## src/rtl/sequence_checker_store.sv

```systemverilog
// seq_store: append-only code register file with clear, full flag and two combinational read ports.
module seq_store #(
  parameter int MAX_LEN = 16,
  parameter int IDX_W   = 4
) (
  input  logic             clock,
  input  logic             reset,
  input  logic             clear_i,
  input  logic             wr_i,
  input  logic [2:0]       wr_code_i,
  input  logic [IDX_W-1:0] rd_idx_i,
  input  logic [IDX_W-1:0] chk_idx_i,
  output logic [2:0]       rd_code_o,
  output logic [2:0]       chk_code_o,
  output logic [IDX_W:0]   len_o,
  output logic             full_o
);
  logic [2:0]     mem_q [MAX_LEN];
  logic [IDX_W:0] len_q;
  logic           wr_en;
  assign full_o     = len_q == (IDX_W+1)'(MAX_LEN);
  assign wr_en      = wr_i && !clear_i && !full_o;
  assign len_o      = len_q;
  assign rd_code_o  = mem_q[rd_idx_i];
  assign chk_code_o = mem_q[chk_idx_i];
  always_ff @(posedge clock) begin
    if (reset || clear_i) len_q <= '0;
    else if (wr_en) len_q <= len_q + (IDX_W+1)'(1);
  end
  always_ff @(posedge clock) begin
    if (wr_en) mem_q[len_q[IDX_W-1:0]] <= wr_code_i;
  end
endmodule

```

## config.mk

```make
export PLATFORM = sky130hd
export DESIGN_NAME = seq_store
export DESIGN_NICKNAME = d
export VERILOG_FILES = /design/src/rtl/sequence_checker_store.sv
export SDC_FILE = /design/constraint.sdc
export NUM_CORES = 1
export LEC_CHECK = 0
export ABC_AREA = 1
export CAP_MARGIN = 20
export CELL_PAD_IN_SITES_DETAIL_PLACEMENT = 0
export CELL_PAD_IN_SITES_GLOBAL_PLACEMENT = 1
export CORE_MARGIN = 2
export CORE_UTILIZATION = 48
export CTS_BUF_LIST = sky130_fd_sc_hd__clkbuf_4 sky130_fd_sc_hd__clkbuf_8
export CTS_CLUSTER_SIZE = 8
export DETAILED_ROUTE_END_ITERATION = 7
export GPL_TIMING_DRIVEN = 0
export PLACE_DENSITY_LB_ADDON = 0.1
export SYNTH_ARGS = -nofsm -noshare
export SYNTH_HDL_FRONTEND = slang
export SYNTH_SLANG_ARGS = --single-unit
export TNS_END_PERCENT = 1
```

## constraint.sdc

```tcl
create_clock -name clock -period 3.9 [get_ports clock]
set_input_delay 0.78 -clock clock [delete_from_list [all_inputs] [get_ports clock]]
set_output_delay 0.78 -clock clock [all_outputs]
set_load 0.05 [all_outputs]
```

* Word level (Yosys, flattened, before mapping)
Memories as Yosys holds them, arrays and structs flattened.
Index checks and enable logic that the tools add are counted.
** Storage, ports and cells
- Register bits :: 5
- Memory bits (writable) :: 48
- Output and inout bits :: 12
- Memories :: 1
** Memory list
- mem_q :: depth 16, width 3, rd ports 2, clocked after Yosys merged registers in 0, write ports 1, line 18 : logic [2:0] mem_q [MAX_LEN];
** Operators by class
- Add/subtract/negate cells :: 1
- Equal/unequal tests :: 1
- Muxes and demuxes :: 2
- Reduce and logical (&&, ||, !) cells :: 5
** Operators with widths (number)
- $add A5 B1 Y5 const B :: 1
- $eq A5 B5 Y1 const B :: 1
- $logic_and A1 B1 Y1 :: 2
- $logic_not A1 Y1 :: 2
- $mux W1 :: 2
- $logic_or A1 B1 Y1 :: 1

* Logic depth before layout (Yosys ltp)
- Word-level depth :: 5
- Gate-level depth with buffers :: 8
- Depth with buffers taken out :: 7

* Worst setup path after synthesis
Ideal clock, no wire load.
- Path type :: input to output
- From :: input rd_idx_i[0]
- To :: output rd_code_o[1]
- Arrival :: 1.708 ns
- Required time :: 3.120 ns
- Setup slack :: 1.412 ns
- Stages on the path :: 8
- Path buffers :: 2
- Cells stage by stage :: buf_2 inv_2 buf_6 nand2_1 nand3_1 nand3_1 nand3_1 nand2_1
** On the way
- Word-level cells in the longest chain between the ends :: 1
** Ends and longest elaborated chain
- start, declared :: line 11 : input logic [IDX_W-1:0] rd_idx_i,
- $mem_v2 Z16 W3
- end, declared :: line 13 : output logic [2:0] rd_code_o,
Every way passes these cells.

* Worst setup path in the final report
- From :: input rd_idx_i[1]
- To :: output rd_code_o[2]
Same word-level chain as after synthesis.

==> impl_metrics.py <==
metrics = {
    "clocking": {
        "cts.path.max_buffers": 2,
        "cts_made_buffers": 5,
        "postCtsHoldBufs": 0,
        "cts_resized": 0,
        "postCtsSetupRepairBufs": 0,
        "clockRootBuffer": "clkbuf_8",
        "cts.clk_slew.worst_paths_ns": 0.08,
        "clock_latency_ns": 0.30,
        "ctsHtreeMaxLevel": 2,
        "cts_tree": "done",
        "clock-sinks": 53,
    },
    "timing": {
        "drv_slew": 0,
        "slew_headroom_pct": 60.25,
        "finalCriticalPeriod_ns": 3.862,
        "fin_skew_ns": 0.006824,
        "fmax_mhz": 259.0,
        "hold_viol_final": 0,
        "tns_ns": 0,
        "hold_slack_ns": 0.5263,
        "fin_ws_ns": 0.03847,
        "finalCritPeriodShare_pct": 99.01,
        "rsz0062_at_grt": "false",
        "tightest_slew_ns": 0.5944,
        "setup_viol": 0,
    },
    "logic_synthesis": {
        "synth-async-reset-ratio_pct": 0,
        "yosys-top-cells-count": "112 x nand2_1, 89 x nand3_1, 69 x inv_1",
        "yosysMostFrequentCell": "nand2_1",
        "synth-seq-area-share_pct": 50.85,
        "syn-num-nets": 395,
        "ys_types": 22,
        "syn-instance-count": 376,
        "synth-edff-count": 48,
        "netlist_area_mm2": 0.003032,
        "avgSynthCellArea_um2": 8.063,
        "synth_flop_cell": "edfxtp_1",
        "synth_top_area_share_pct": 47.54,
        "ys_warn_count": 0,
        "ys_seq_elements": 53,
        "yosys.area.top_type": "edfxtp_1",
        "synth_area_leaders": "edfxtp_1 48%, nand3_1 15%, nand2_1 14%",
    },
    "place": {
        "place_ws_ns": 0.1058,
        "place_area_mm2": 0.003366,
        "io_buffers": 24,
        "hpwl_mm": 5.808,
        "dpl.cell_count": 475,
        "gp_congestion": 0.9542,
    },
    "outcome": {
        "status": "finished clean",
    },
    "detailed_routing": {
        "dr.pass1.iters": 5,
        "num_vias": 2616,
        "routed_via_density": 5.416,
        "dr.first_iter.drc_count": 214,
        "ant_nets": 0,
        "drc": 0,
        "wl_mm": 7.674,
        "avgRoutedWirePerCell_um": 15.89,
    },
    "critical_path": {
        "path_cells": "clkdlybuf4s50_1, buf_1, nand3_1, nand3_1, nand3_1, nand2_1, clkdlybuf4s50_1",
        "cp.depth": 7,
        "cpMostUsedCell": "nand3_1",
        "path_class": "input pin to output pin",
        "critPathMaxStageDelay_ns": 0.80,
        "required_ns": 3.12,
        "path_buf_inv": 3,
        "worst_path_max_delay_cell": "clkdlybuf4s50_1",
        "cp_top_family": "buffers and inverters",
        "r2r_start": "len_o[0]$_SDFFE_PP0P_",
        "critical_path_arrival_ns": 3.08,
        "reg2reg_depth": 6,
        "crit_fanout": 10,
        "r2r_end": "mem_q[2][1]$_DFFE_PP_",
        "start_kind": "input pin",
        "r2r_setup_slack_ns": 1.97,
        "endpoint_kind": "output pin",
    },
    "worst_hold_path": {
        "hp-start": "len_o[0]$_SDFFE_PP0P_",
        "hold_path_class": "flip-flop to flip-flop",
        "min_to": "len_o[0]$_SDFFE_PP0P_",
        "whs_path_depth": 2,
    },
    "power_and_ir_drop": {
        "switchingPower_mw": 0.2671,
        "switching_share_pct": 23.41,
        "total_power_mw": 1.141,
        "p_comb_share_pct": 14.5,
        "power_density_mw_per_mm2": 328.2,
        "clkPwrFrac_pct": 31.1,
        "pwr-share-seq_pct": 54.4,
        "p_int_mw": 0.8739,
        "leakage_nw": 1.552,
        "max-vdd-ir-drop_mv": 0.2809,
    },
    "floorplanning": {
        "core_mm2": 0.006026,
        "die_w_um": 83.47,
        "dieArea_mm2": 0.006967,
        "io_pins": 27,
        "dieHeight_um": 83.47,
        "rows": 28,
        "initial_utilization_pct": 50.31,
    },
    "global_routing": {
        "grt_pass1_wl_mm": 12.77,
        "groute.usage.overall_pct": 23.34,
        "grt_max_degree": 17,
        "grt_pass1_vias": 2498,
        "grt.overflow.total": 0,
        "antenna_found_initial": 0,
    },
    "final_layout": {
        "fill_cells": 551,
        "syn2layout_area_growth_pct": 14.69,
        "multiInputGateArea_mm2": 0.001114,
        "fin_nets": 426,
        "antennaDiodeCount": 0,
        "stdcell_count": 483,
        "seqCellArea_mm2": 0.001541,
        "drive_gt1_share_pct": 7.353,
        "stdcell_area_mm2": 0.003477,
        "post-route-util_pct": 57.70,
    },
    "job": {
        "drv_cap": 0,
    },
}
## layout by cell type, fill, tap and decap left out, types with 2 or more instances in the layout
cell / instances
a21oi_1: 3
buf_2: 7
buf_4: 5
buf_6: 3
clkbuf_8: 5
clkdlybuf4s50_1: 24
dfxtp_1: 5
edfxtp_1: 48
ha_1: 4
inv_1: 69
inv_2: 2
nand2_1: 112
nand3_1: 89
nor2_1: 8
nor3_1: 12
## worst max-delay path by stage
stage                            from      endpoint  slack [ns]
final                     rd_idx_i[1]  rd_code_o[2]        0.04
after global routing      rd_idx_i[1]  rd_code_o[2]        0.01
after CTS                 rd_idx_i[1]  rd_code_o[2]         0.1
after detailed placement  rd_idx_i[1]  rd_code_o[2]        0.11
after global placement    rd_idx_i[1]  rd_code_o[2]        0.09
after floorplan           rd_idx_i[0]  rd_code_o[1]        1.41
## registers in the layout, summed over array words and instances (netlist names)
register,flops
len_o,5
mem_q,48
## power groups by stage
stage,registers (mW),logic [mW],clock network [mW]
floorplan,0.635,0.100,0
global placement,0.634,0.163,0
detailed placement,0.634,0.163,0
CTS,0.621,0.163,0.365
global route,0.621,0.178,0.387
finish,0.621,0.166,0.355
## tightest hold or removal path: cells and delay by family, from the launching register on
family	cells	cell delay [ns]
AO/OA/AOI/OAI	1	0.05
flip-flops	1	0.36
AND/OR/NAND/NOR	1	0.08
## layout make-up
type / instances / area share, %
plain buffers: 16 / 3.167
clock buffers: 6 / 2.195
well taps: 75 / 2.699
clock inverters: 2 / 1.008
repair buffers: 24 / 6.909
multi-input cells: 236 / 32.03
flip-flops and latches: 53 / 44.33
inverters: 71 / 7.665
## routing by layer
| metal | up-vias | wire length, µm | share of wire, % | GRT usage (%) |
|---|---|---|---|---|
| met4 | 0 | 199 | 2.6 | 7.918 |
| met1 | 1178 | 3417 | 45 | 32.71 |
| met2 | 147 | 3452 | 45 | 37.54 |
| met3 | 26 | 605 | 7.9 | 3.264 |
| li1 | 1265 | - | - | - |
| met5 | - | 0 | 0 | 0 |
## kinds of logic (layout without fill, tap and decap cells)
group / Yosys count / after routing / share of synthesized area [%]
compound gates: 4 / 4 / 0.7428
xor+xnor: 1 / 1 / 0.2890
fa+ha+maj: 4 / 4 / 1.651
buf+inv: 87 / 119 / 12.42
flops: 53 / 53 / 50.85
simple gates: 227 / 227 / 34.05
(Power assumes the default switching activity.)
